$ cat config.mk
export PLATFORM = sky130hd
export DESIGN_NAME = dmem_access_ctrl
export DESIGN_NICKNAME = d
export VERILOG_FILES = /design/src/rtl/dmem_access_ctrl.sv
export SDC_FILE = /design/constraint.sdc
export NUM_CORES = 1
export LEC_CHECK = 0
export CAP_MARGIN = 25
export CORE_MARGIN = 2
export CORE_UTILIZATION = 40
export CTS_CLUSTER_SIZE = 16
export DETAILED_ROUTE_END_ITERATION = 8
export PLACE_DENSITY = 0.69
export SLEW_MARGIN = 5
export SYNTH_ARGS = -nofsm -noshare
export SYNTH_HDL_FRONTEND = slang
export SYNTH_SLANG_ARGS = --single-unit
export TNS_END_PERCENT = 100
$ cat constraint.sdc
create_clock -name Clk -period 6.5 [get_ports Clk]
set_input_delay 1.3 -clock Clk [delete_from_list [all_inputs] [get_ports Clk]]
set_output_delay 1.3 -clock Clk [all_outputs]
set_load 0.02 [all_outputs]
$ cat src/rtl/dmem_access_ctrl.sv
// dmem_access_ctrl -- initiator side of the data-RAM interface.
//
// Accepts one load/store at a time from the MEM stage. It drives the RAM
// strobes as SETUP -> STROBE -> WAIT. Doubleword accesses run as two word
// beats, because the RAM's own doubleword mode delays reads and cannot
// write. Load data is formatted and returned with a one-cycle response.
//
// Optional build macro: DMEM_SIGN_EXT_EN
//   defined   : ReqSigned=1 sign-extends byte/halfword/word loads to 64 bits
//   undefined : ReqSigned is ignored and all loads are zero-extended
//
// Parameters
//   MEM_BYTES   : addressable bytes; accesses running past the end are rejected
//   WAIT_CYCLES : cycles Enable stays low after the strobe before data is sampled
//
// Ports
//   Clk, Reset           : clock, synchronous active-high reset
//   ReqValid/ReqReady    : request handshake (ready only in IDLE)
//   ReqWrite/ReqSize     : store flag, size (00 B, 01 H, 10 W, 11 D)
//   ReqSigned            : sign-extend loads (optional feature)
//   ReqAddr/ReqWData     : byte address, right-justified store data
//   RespValid/RespError  : one-cycle response pulse, rejection flag
//   RespRData            : formatted load data
//   MemEnable..MemDataIn : RAM strobes (big-endian byte memory)
//   MemDataOut           : RAM read data
//
// State table
//   state  | meaning
//   IDLE   | ready, waiting for a request
//   SETUP  | address/mode/data driven, Enable low
//   STROBE | Enable high for one cycle
//   WAIT   | Enable low for WAIT_CYCLES; read data sampled on last edge
//   RESP   | RespValid pulse, then back to IDLE

module dmem_access_ctrl #(
  parameter int unsigned MEM_BYTES   = 256,
  parameter int unsigned WAIT_CYCLES = 1
) (
  input  logic        Clk,
  input  logic        Reset,
  input  logic        ReqValid,
  output logic        ReqReady,
  input  logic        ReqWrite,
  input  logic [1:0]  ReqSize,
  input  logic        ReqSigned,
  input  logic [31:0] ReqAddr,
  input  logic [63:0] ReqWData,
  output logic        RespValid,
  output logic        RespError,
  output logic [63:0] RespRData,
  output logic        MemEnable,
  output logic        MemReadWrite,
  output logic [1:0]  MemMode,
  output logic [31:0] MemAddress,
  output logic [31:0] MemDataIn,
  input  logic [31:0] MemDataOut
);

  localparam int unsigned WAIT_EFF = (WAIT_CYCLES == 0) ? 1 : WAIT_CYCLES;
  localparam int unsigned WCW      = (WAIT_EFF > 1) ? $clog2(WAIT_EFF) : 1;
  localparam logic [WCW-1:0] WAIT_LOAD = WCW'(WAIT_EFF - 1);

  typedef enum logic [2:0] {
    S_IDLE,
    S_SETUP,
    S_STROBE,
    S_WAIT,
    S_RESP
  } state_t;

  state_t          state_q;
  logic            ready_q;
  logic            resp_valid_q;
  logic            resp_error_q;
  logic [63:0]     resp_rdata_q;
  logic            mem_en_q;
  logic            mem_rw_q;
  logic [1:0]      mem_mode_q;
  logic [31:0]     mem_addr_q;
  logic [31:0]     mem_din_q;
  logic            req_write_q;
  logic [1:0]      req_size_q;
  logic [31:0]     req_wdata_lo_q;
  logic            beat_q;
  logic [WCW-1:0]  wait_cnt_q;
  logic [31:0]     rdata_hi_q;

`ifdef DMEM_SIGN_EXT_EN
  logic            req_signed_q;
`else
  logic            unused_req_signed;
  assign unused_req_signed = ReqSigned;
`endif

  // Request qualification, evaluated on the incoming request.
  logic [3:0]  acc_bytes;
  logic [32:0] req_end;
  logic        req_misalign;
  logic        req_oob;
  logic        req_reject;
  logic [31:0] first_din;
  logic [63:0] ld_data;

  always_comb begin
    acc_bytes    = 4'd1 << ReqSize;
    // 33-bit sum so addresses near 2^32 cannot wrap into range.
    req_end      = {1'b0, ReqAddr} + {29'b0, acc_bytes};
    req_oob      = req_end > 33'(MEM_BYTES);
    req_misalign = 1'b0;
    first_din    = ReqWData[31:0];
    unique case (ReqSize)
      2'b00: begin
        req_misalign = 1'b0;
        first_din    = {24'b0, ReqWData[7:0]};
      end
      2'b01: begin
        req_misalign = ReqAddr[0];
        first_din    = {16'b0, ReqWData[15:0]};
      end
      2'b10: begin
        req_misalign = |ReqAddr[1:0];
        first_din    = ReqWData[31:0];
      end
      default: begin
        req_misalign = |ReqAddr[2:0];
        first_din    = ReqWData[63:32];
      end
    endcase
    req_reject = req_misalign | req_oob;
  end

  // Load formatting from the current RAM data; doubleword joins both beats.
  always_comb begin
    ld_data = {32'b0, MemDataOut};
    unique case (req_size_q)
      2'b00:   ld_data = {56'b0, MemDataOut[7:0]};
      2'b01:   ld_data = {48'b0, MemDataOut[15:0]};
      2'b10:   ld_data = {32'b0, MemDataOut};
      default: ld_data = {rdata_hi_q, MemDataOut};
    endcase
`ifdef DMEM_SIGN_EXT_EN
    if (req_signed_q) begin
      unique case (req_size_q)
        2'b00:   ld_data = {{56{MemDataOut[7]}},  MemDataOut[7:0]};
        2'b01:   ld_data = {{48{MemDataOut[15]}}, MemDataOut[15:0]};
        2'b10:   ld_data = {{32{MemDataOut[31]}}, MemDataOut};
        default: ld_data = {rdata_hi_q, MemDataOut};
      endcase
    end
`endif
  end

  always_ff @(posedge Clk) begin
    if (Reset) begin
      state_q        <= S_IDLE;
      ready_q        <= 1'b1;
      resp_valid_q   <= 1'b0;
      resp_error_q   <= 1'b0;
      resp_rdata_q   <= '0;
      mem_en_q       <= 1'b0;
      mem_rw_q       <= 1'b0;
      mem_mode_q     <= 2'b00;
      mem_addr_q     <= '0;
      mem_din_q      <= '0;
      req_write_q    <= 1'b0;
      req_size_q     <= 2'b00;
      req_wdata_lo_q <= '0;
      beat_q         <= 1'b0;
      wait_cnt_q     <= '0;
      rdata_hi_q     <= '0;
`ifdef DMEM_SIGN_EXT_EN
      req_signed_q   <= 1'b0;
`endif
    end else begin
      unique case (state_q)
        S_IDLE: begin
          if (ReqValid) begin
            ready_q        <= 1'b0;
            req_write_q    <= ReqWrite;
            req_size_q     <= ReqSize;
            req_wdata_lo_q <= ReqWData[31:0];
            beat_q         <= 1'b0;
`ifdef DMEM_SIGN_EXT_EN
            req_signed_q   <= ReqSigned;
`endif
            if (req_reject) begin
              state_q      <= S_RESP;
              resp_valid_q <= 1'b1;
              resp_error_q <= 1'b1;
              resp_rdata_q <= '0;
            end else begin
              state_q    <= S_SETUP;
              mem_addr_q <= ReqAddr;
              // Doubleword runs as word beats.
              mem_mode_q <= (ReqSize == 2'b11) ? 2'b10 : ReqSize;
              mem_rw_q   <= ReqWrite;
              mem_din_q  <= first_din;
            end
          end
        end
        S_SETUP: begin
          mem_en_q <= 1'b1;
          state_q  <= S_STROBE;
        end
        S_STROBE: begin
          mem_en_q   <= 1'b0;
          wait_cnt_q <= WAIT_LOAD;
          state_q    <= S_WAIT;
        end
        S_WAIT: begin
          if (wait_cnt_q != '0) begin
            wait_cnt_q <= wait_cnt_q - 1'b1;
          end else if ((req_size_q == 2'b11) && !beat_q) begin
            beat_q     <= 1'b1;
            rdata_hi_q <= MemDataOut;
            mem_addr_q <= mem_addr_q + 32'd4;
            mem_din_q  <= req_wdata_lo_q;
            state_q    <= S_SETUP;
          end else begin
            state_q      <= S_RESP;
            resp_valid_q <= 1'b1;
            resp_error_q <= 1'b0;
            resp_rdata_q <= req_write_q ? 64'b0 : ld_data;
          end
        end
        S_RESP: begin
          resp_valid_q <= 1'b0;
          resp_error_q <= 1'b0;
          resp_rdata_q <= '0;
          mem_rw_q     <= 1'b0;
          ready_q      <= 1'b1;
          state_q      <= S_IDLE;
        end
        default: begin
          state_q <= S_IDLE;
          ready_q <= 1'b1;
        end
      endcase
    end
  end

  assign ReqReady     = ready_q;
  assign RespValid    = resp_valid_q;
  assign RespError    = resp_error_q;
  assign RespRData    = resp_rdata_q;
  assign MemEnable    = mem_en_q;
  assign MemReadWrite = mem_rw_q;
  assign MemMode      = mem_mode_q;
  assign MemAddress   = mem_addr_q;
  assign MemDataIn    = mem_din_q;

endmodule

* After elaboration in Yosys (flattened, before gate mapping)
Cells that the tools add are included.
** Storage, ports and cells
- Output and inout port bits :: 135
- Register bits after elaboration :: 207
- Input port bits :: 135
** Cells by class
- Multiplexer cells :: 44
- Magnitude comparators :: 1
- Shifts and indexed selects :: 1
- Reduce and logical (&&, ||, !) cells :: 22
- Eq/ne operators :: 16
- Add/sub/neg operators :: 3
- Bitwise operators :: 4
** Operators with widths (number)
- 64-bit case mux with 3 select lines :: 2
- 64-bit 2-to-1 mux :: 5
- 32-bit 2-to-1 mux :: 8
- 32-bit case mux with 2 select lines :: 2
- 32-bit case mux with 3 select lines :: 1
- 32-bit by 4-bit adder with 33-bit output :: 1
- 33-bit by 9-bit greater-than comparator with 1-bit output (second input constant) :: 1
- 32-bit by 3-bit adder with 32-bit output (second input constant) :: 1
- 1-bit 2-to-1 mux :: 12
- 3-bit 2-to-1 mux :: 4
- 2-bit != test (second input constant) :: 6
- 3-bit case mux with 4 select lines :: 1
- 1-bit case mux with 2 select lines :: 5
- 5-bit AND reduction :: 2
- 1-bit case mux with 3 select lines :: 3
- 3-bit AND reduction :: 3
- 2-bit equality test (second input constant) :: 4
- 2-bit nonzero test :: 4
- 3-bit by 2-bit equality test with 1-bit output (second input constant) :: 2
- 2-bit AND reduction :: 3
- 3-bit OR reduction :: 2
- 2-bit by 1-bit equality test with 1-bit output (second input constant) :: 2
- 2-bit zero test :: 2
- 4-bit AND reduction :: 1
- 12 further kinds :: 14

* Depth between registers and ports, before layout
Gate-level depths: netlist of the first run.
- Word-level depth :: 7
- Mapped depth :: 16

* Worst setup path after synthesis of the first run
OpenSTA, ideal clock, no wires.
- Path type :: input -> register
- Start point :: input port ReqSize[1]
- End point :: register mem_addr_q[29], in the netlist MemAddress[29]
- Slack :: 1.573 ns
- Library setup time :: 0.070 ns
- Path buffers :: 5
- Required time :: 6.430 ns
- Data arrival time :: 4.857 ns
- Stages :: 16
- Cells stage by stage :: and2_1 > clkbuf_1 > buf_1 > ha_1 > and3_1 > a22oi_1 > buf_2 > nor3_1 > mux2_2 > a41oi_1 > nor2_1 > a31oi_2 > buf_2 > clkbuf_1 > o21ai_0 > a21oi_1
** On the way
- Word-level cells in the longest chain between the ends :: 6
- Elaborated cells between the ends (all ways) :: 10
- Classes of those cells :: add/sub: 1; order compare: 1; eq/ne: 3; shift: 1; mux: 1; bitwise: 1; reduce/logical: 2
** Ends and longest elaborated chain
- start: declaration :: line 44 : input logic [1:0] ReqSize,
- 1-bit by 2-bit left shift with 4-bit output :: line 105 : acc_bytes = 4'd1 << ReqSize;
- 32-bit by 4-bit adder with 33-bit output :: line 107 : req_end = {1'b0, ReqAddr} + {29'b0, acc_bytes};
- 33-bit by 9-bit greater-than comparator with 1-bit output :: line 108 : req_oob = req_end > 33'(MEM_BYTES);
- 1-bit bitwise OR (*) :: line 129 : req_reject = req_misalign | req_oob;
- 2-bit != test (no line) (*)
- 5-bit AND reduction (no line) (*)
- end signal: assignment :: line 193 : mem_addr_q <= ReqAddr;
- end signal: assignment :: line 216 : mem_addr_q <= mem_addr_q + 32'd4;
- end: declaration :: line 79 : logic [31:0] mem_addr_q;
Every way passes the cells marked *; elsewhere a longest branch is shown, timed or not.
A chain may end at the register's enable or synchronous reset.

* Worst setup path after layout of the first run
- Start point :: input port ReqSize[0]
- End point :: register mem_din_q[12], in the netlist MemDataIn[12]
** On the way
- Word-level cells in the longest chain between the ends :: 6
- Elaborated cells between the ends (all ways) :: 14
- Classes of those cells :: add/sub: 1; order compare: 1; eq/ne: 3; shift: 1; mux: 5; bitwise: 1; reduce/logical: 2
** Ends and longest elaborated chain
- 1-bit by 2-bit left shift with 4-bit output :: line 105
- 32-bit by 4-bit adder with 33-bit output :: line 107
- 33-bit by 9-bit greater-than comparator with 1-bit output :: line 108
- 1-bit bitwise OR :: line 129
- 2-bit != test (no line)
- 5-bit AND reduction (no line)
- end signal: assignment :: line 197 : mem_din_q <= first_din;
- end signal: assignment :: line 217 : mem_din_q <= req_wdata_lo_q;
- end: declaration :: line 80 : logic [31:0] mem_din_q;
Several ways; a longest one is shown, not always the timed one. The select of a mux whose other input is x is not followed.

==> results of run 1 <==
## layout make-up
cell class,count,area (sq um)
Timing Repair Buffer,285,2830
Multi-Input combinational cell,813,4720
Tap cell,285,357
Fill cell,2075,9800
Antenna cell,1,2.50
Clock inverter,9,103
Sequential cell,206,4120
Inverter,9,33.8
Clock buffer,33,673
## routing by layer
layer  wire length [microns]  vias to the layer above  track usage, %
li1                        -                     4454               -
met1                   12700                     4163            29.5
met2                   12700                      316            36.7
met3                    2370                       45            6.56
met4                     665                        0            6.16
met5                       0                        -               0
## logic make-up after synthesis
logic type | after synthesis
compound gates | 316
xor+xnor | 5
fa+ha+maj | 6
buf+inv | 90
flops | 206
mux | 32
simple gates | 454
## cell usage after synthesis (all sizes together), types with 2 or more instances
master   instances  area, sq um
and2             5         31.3
buf             19          124
a211o           11         96.3
nor3b            3         22.5
a41oi            3         26.3
mux2             2         22.5
o41ai            2         17.5
o221a            3         33.8
o21a             3         22.5
or3             32          200
nor4             4         25.0
and3             8         50.1
o22ai            2         12.5
a22o            65          569
inv              9         33.8
a32oi            2         17.5
a21o             4         30.0
nand3b           5         37.5
a2111oi          5         43.8
mux2i           30          300
or4              6         45.0
dfxtp          206         4120
nor3            13         65.1
o2111ai          3         26.3
nand2          224          841
nor2            83          312
nor2b            7         43.8
a221oi          24          210
o21ai           35          175
nand4           10         77.6
o211ai           2         15.0
xor2             2         17.5
a31oi            9         62.6
nor4b            3         62.6
a21oi          126          642
ha               5         62.6
or2              7         43.8
xnor2            3         26.3
and4             6         52.6
nand2b           2         12.5
clkbuf          62          235
nand3           34          170
o31ai           13         97.6
## registers in the layout (all words and copies together), names as in the netlist
name	flops
req_size_q	2
req_write_q	1
MemMode	2
MemReadWrite	1
MemDataIn	32
state_q	3
rdata_hi_q	32
beat_q	1
RespError	1
RespValid	1
ReqReady	1
req_wdata_lo_q	32
MemAddress	32
RespRData	64
MemEnable	1
## power by group
group | internal, W | leakage, nW | switching (W) | total [W]
Sequential | 0.00128 | 1.67 | 0.00000903 | 0.00129
Clock | 0.000800 | 0.388 | 0.000526 | 0.00133
Combinational | 0.000117 | 2.60 | 0.000119 | 0.000236
Total | 0.00219 | 4.65 | 0.000654 | 0.00285
## tightest hold or removal path, delay by kind of cell (launching register included)
kind | cells | cell delay (ns)
compound gates | 1 | 0.05
flops | 1 | 0.30
simple gates | 1 | 0.05
## stage by stage
step	hold WS, ns	setup WS (ns)	std cells	total power [W]	utilization, %
floorplan	0.436	1.57	1109	0.00142	-
global placement	0.438	0.693	1597	0.00155	53.3
detailed placement	0.444	0.575	1597	0.00155	53.3
CTS	0.452	1.11	1639	0.00287	56.7
global route	0.463	0.661	1640	0.00295	56.7
finish	0.449	1.06	1641	0.00285	56.7
## worst paths after layout
kind | from | endpoint | slack, ns | cells past startpoint
setup / recovery | ReqSize[0] | MemDataIn[12] | 1.06 | 16
setup reg to reg | state_q[0] | RespRData[17] | 3.10 | 9
hold / removal | MemDataIn[17] | MemDataIn[17] | 0.45 | 2
hold reg to reg | MemDataIn[17] | MemDataIn[17] | 0.45 | 2
==> impl_metrics.yaml, run 1 <==
outcome:
  outcome: "complete, no violations"
power:
  vdd_ir_drop_max_mv: 0.181
  p_leak_nw: 4.65
  power_per_cell_area_nw_per_um2: 222
timing:
  fin_skew_ns: 0.00976
  totalNegativeSetupSlack_ns: 0
  slew_headroom_pct: 35.7
  tightest_slew_ns: 0.964
  rsz0062_at_grt: "no"
  clock.fmax_mhz: 184
  period_needed_ns: 5.44
  maxSlewViolCount: 0
  fin_crit_sh_pct: 83.7
  hold_viol: 0
  setup_viol: 0
cells_and_area:
  leading_cell_types_in_the_layout_fill_and_taps_excluded: "267 x sky130_fd_sc_hd__clkdlybuf4s50_1, 223 x sky130_fd_sc_hd__nand2_1, 206 x sky130_fd_sc_hd__dfxtp_1, 125 x sky130_fd_sc_hd__a21oi_1, 82 x sky130_fd_sc_hd__nor2_1"
  syn2layout_area_growth_pct: 39.5
  drive_gt1_share_pct: 5.68
  commonest_non_fill_non_tap_cell_in_the_layout: "sky130_fd_sc_hd__clkdlybuf4s50_1"
  finished_layout_cell_area_sq_um: 12800
  fin_nets: 1479
logic_synthesis:
  seq_area_frac_synth_pct: 44.8
  syn_nets: 1250
  syn_area_sq_um: 9210
  ys_async_sr_fraction_pct: 0
  synth-compound-area-share_pct: 23.1
  post_synth_num_cell_types: 58
  syn_inst: 1109
  adder_cell_fraction_of_synth_area_pct: 0.897
  synth_xor_xnor_area_share_pct: 0.475
  yosys_warnings: 0
  synth_ff_type: "sky130_fd_sc_hd__dfxtp_1"
  ys_seq_elements: 206
  synth.avg_cell_area_sq_um: 8.30
  synth_edf_count: 0
  yosys.area_share.simple_pct: 22.9
  muxShareOfSynthArea_pct: 3.50
  synth_top_family_by_area: "compound AO/OA/AOI/OAI gates"
cts:
  holdBufCountCts: 0
  postCtsSetupRepairBufs: 0
  tritoncts_num_sinks: 206
  cts_max_path_buffers: 3
  clk_transition_reported_paths_ns: 0.06
  ctsResizeCount: 0
  cts_tree: "built"
  htree_num_levels: 1
  cts_made_buffers: 23
  root_buffer: "sky130_fd_sc_hd__clkbuf_16"
  clkLatencyLatePin_ns: 0.51
die:
  die_area_sq_um: 24300
  initial_standard_cell_utilization_of_the_core_pct: 40.7
  core.rowCount: 55
  die_w_microns: 156
  fp.dieH_microns: 156
  core-area_sq_um: 22600
  pin_count: 270
grt:
  antenna_found_initial: 0
  globalRouteOverflowTotal: 0
  grtUsageTotal_pct: 22.7
  pin_count_of_the_biggest_net_entering_global_routing: 85
  grt_pass1_vias: 8485
  first_pass_grt_wire_length_microns: 44900
detailed_routing:
  routed_via_density: 5.47
  via_count: 8978
  drt_iter0_markers: 605
  route.detailed.drc: 0
  sum_of_routed_wire_length_over_all_layers_microns: 28400
  antenna_left: 0
  detail_route.first_pass.iterations: 5
  route.detailed.wl_per_inst_microns: 17.3
worst_setup_path:
  slowest_stage: "sky130_fd_sc_hd__clkdlybuf4s50_1"
  critPathMaxStageDelay_ns: 0.60
  kind_of_cell_with_the_highest_combined_delay_on_the_critical_path: "simple AND/OR/NAND/NOR gates"
  critical_path.endpoint_type: "flip-flop"
  crit_path_cell_trace: "clkdlybuf4s50_1 > inv_1 > nor2_1 > inv_1 > fa_1 > nor2b_1 > o31ai_1 > buf_4 > or4_1 > nand3_1 > nand3_1 > nor2_1 > a31oi_4 > buf_12 > or3_1 > a21oi_1"
  crit_buf_inv: 5
  critical_path_arrival_ns: 5.88
  path_max_fanout: 80
  critical_path_class: "input port to flip-flop"
  required_ns: 6.94
  critPathLaunchType: "input port"
hold_path:
  hold_class: "flip-flop to flip-flop"
placement:
  detailedPlacementHpwl_microns: 19000
  io_buffers: 268
  placedInstanceArea_sq_um: 12100
  gp_routability_congestion: 0.889
run:
  max_cap_violations: 0
Power figures use the tool's default switching activity.
==> inputs of run 2 (changes only) <==
clock period = 5.5 ns   (was 6.5 ns; I/O delays follow)
==> run 2 against run 1 <==
Effect of this change: clock power grew 23%; register-to-register slack worse by 0.70 ns; die area stayed put; count of clock-buffer cells in the layout is 2 higher; critical path depth increased by 1; largest power group unchanged; via count increased by 0.39%; design area up 0.60%; power grew 20%.
==> impl_metrics.yaml, run 2 (synthesis results as in run 1) <==
outcome:
  outcome: "complete, no violations"
cells_and_area:
  multi_input_area_sq_um: 4720
  final-seq-area_sq_um: 4120
  commonest_non_fill_non_tap_cell_in_the_layout: "sky130_fd_sc_hd__clkdlybuf4s50_1"
  num_antenna_cells: 0
  number_of_flip_flops_in_the_largest_register: 64
  syn2layout_area_growth_pct: 40.3
  fin_nets: 1484
  drive_gt1_share_pct: 5.81
  count_of_filler_cells_inserted_in_the_layout: 2053
  leading_cell_types_in_the_layout_fill_and_taps_excluded: "267 x sky130_fd_sc_hd__clkdlybuf4s50_1, 223 x sky130_fd_sc_hd__nand2_1, 206 x sky130_fd_sc_hd__dfxtp_1, 125 x sky130_fd_sc_hd__a21oi_1, 82 x sky130_fd_sc_hd__nor2_1"
cts:
  cts_made_buffers: 24
  ctsResizeCount: 0
  cts_max_path_buffers: 3
  postCtsSetupRepairBufs: 0
  tritoncts_num_sinks: 206
  clk_transition_reported_paths_ns: 0.06
  cts_tree: "built"
  root_buffer: "sky130_fd_sc_hd__clkbuf_16"
  clkLatencyLatePin_ns: 0.51
  htree_num_levels: 1
  holdBufCountCts: 0
detailed_routing:
  routed_via_density: 5.48
  via_count: 9013
  antenna_left: 0
  route.detailed.wl_per_inst_microns: 17.3
  detail_route.first_pass.iterations: 4
  route.detailed.drc: 0
  sum_of_routed_wire_length_over_all_layers_microns: 28500
  drt_iter0_markers: 604
worst_setup_path:
  r2r_setup_slack_ns: 2.40
  critical_path_class: "input port to flip-flop"
  critical_path.endpoint_type: "flip-flop"
  required_ns: 5.92
  critical_path_arrival_ns: 5.31
  r2r-end: "MemAddress[30]"
  critPathLaunchType: "input port"
  path_max_fanout: 63
  reg2reg_from: "MemAddress[2]"
  r2r.worst_path.cells: 10
power:
  p_leak_nw: 4.69
  vdd_ir_drop_max_mv: 0.190
  power_per_cell_area_nw_per_um2: 265
  totalPowerFinal_w: 0.00343
hold_path:
  worstHoldEndpoint: "MemDataIn[27]"
  hold_depth: 2
  hold_class: "flip-flop to flip-flop"
  min-delay-start: "MemDataIn[27]"
grt:
  antenna_found_initial: 2
  grtUsageTotal_pct: 22.7
  first_pass_grt_wire_length_microns: 45400
  globalRouteOverflowTotal: 0
  grt_pass1_vias: 8521
  pin_count_of_the_biggest_net_entering_global_routing: 74
die:
  fp.dieH_microns: 156
  core-area_sq_um: 22600
  die_area_sq_um: 24300
  initial_standard_cell_utilization_of_the_core_pct: 40.7
  die_w_microns: 156
  core.rowCount: 55
  pin_count: 270
timing:
  setup_viol: 0
  period_needed_ns: 4.89
  fin_crit_sh_pct: 88.9
  clock.fmax_mhz: 205
  slew_headroom_pct: 34.8
  fin_skew_ns: 0.0146
  totalNegativeSetupSlack_ns: 0
  tightest_slew_ns: 0.970
  hold_viol: 0
  rsz0062_at_grt: "no"
  maxSlewViolCount: 0
placement:
  detailedPlacementHpwl_microns: 19000
  io_buffers: 268
  gp_routability_congestion: 0.883
run:
  max_cap_violations: 0
==> run 2: worst max-delay path by stage <==
stage | start | to | slack, ns | depth (start not counted)
after global routing | ReqSize[1] | MemDataIn[31] | 0.30 | 17
after global placement | ReqSize[1] | MemDataIn[19] | 0.21 | 15
after detailed placement | ReqSize[1] | MemDataIn[26] | 0.14 | 17
after floorplan | ReqSize[1] | MemAddress[29] | 0.77 | 16
after CTS | ReqSize[1] | MemDataIn[23] | 0.65 | 17
final | ReqSize[1] | MemDataIn[23] | 0.61 | 17
==> run 2: layer usage <==
metal | global-route usage [%] | vias up | share of wire (%)
met5 | 0 | - | 0.046
met4 | 5.55 | 2 | 2.2
li1 | - | 4457 | -
met2 | 36.3 | 307 | 44
met3 | 6.14 | 49 | 8.1
met1 | 30.6 | 4198 | 45
==> run 2: critical path, stage by stage <==
cell and delay (ns):
sky130_fd_sc_hd__clkdlybuf4s50_1 0.63, sky130_fd_sc_hd__nor2_1 0.19, sky130_fd_sc_hd__ha_1 0.18, sky130_fd_sc_hd__inv_1 0.06
sky130_fd_sc_hd__fa_1 0.40, sky130_fd_sc_hd__nor2b_1 0.18, sky130_fd_sc_hd__o31ai_1 0.08, sky130_fd_sc_hd__buf_4 0.19
sky130_fd_sc_hd__or4_1 0.47, sky130_fd_sc_hd__o311ai_1 0.09, sky130_fd_sc_hd__o2111ai_1 0.26, sky130_fd_sc_hd__nor4b_4 0.32
sky130_fd_sc_hd__buf_4 0.20, sky130_fd_sc_hd__a31oi_4 0.14, sky130_fd_sc_hd__buf_12 0.23, sky130_fd_sc_hd__or3_1 0.39
sky130_fd_sc_hd__a21oi_1 0.16
==> run 2: per-stage QoR <==
stage,instance area [sq um],instances,utilization (%),hold WS (ns),worst slack (ns)
2_1_floorplan,9210,1109,-,0.436,0.773
3_3_place_gp,12100,1602,53.5,0.438,0.206
3_5_place_dp,12100,1602,53.5,0.445,0.142
4_1_cts,12900,1644,57.1,0.452,0.650
5_1_grt,12900,1644,57.1,0.470,0.300
6_report,12900,1644,57.1,0.452,0.611
==> run 2: final cells by class <==
class | instances | share of cell area (%)
clock buffers | 35 | 5.35
clock inverters | 7 | 0.939
inverters | 9 | 0.261
multi-input cells | 813 | 36.5
flip-flops and latches | 206 | 31.9
well taps | 285 | 2.76
repair buffers | 289 | 22.3
==> run 2: report_power, final <==
| part | leakage [nW] | switching [W] | total, W | internal (W) |
|---|---|---|---|---|
| Sequential | 1.67 | 0.0000110 | 0.00152 | 0.00151 |
| Combinational | 2.62 | 0.000142 | 0.000282 | 0.000140 |
| Clock | 0.400 | 0.000617 | 0.00163 | 0.00101 |
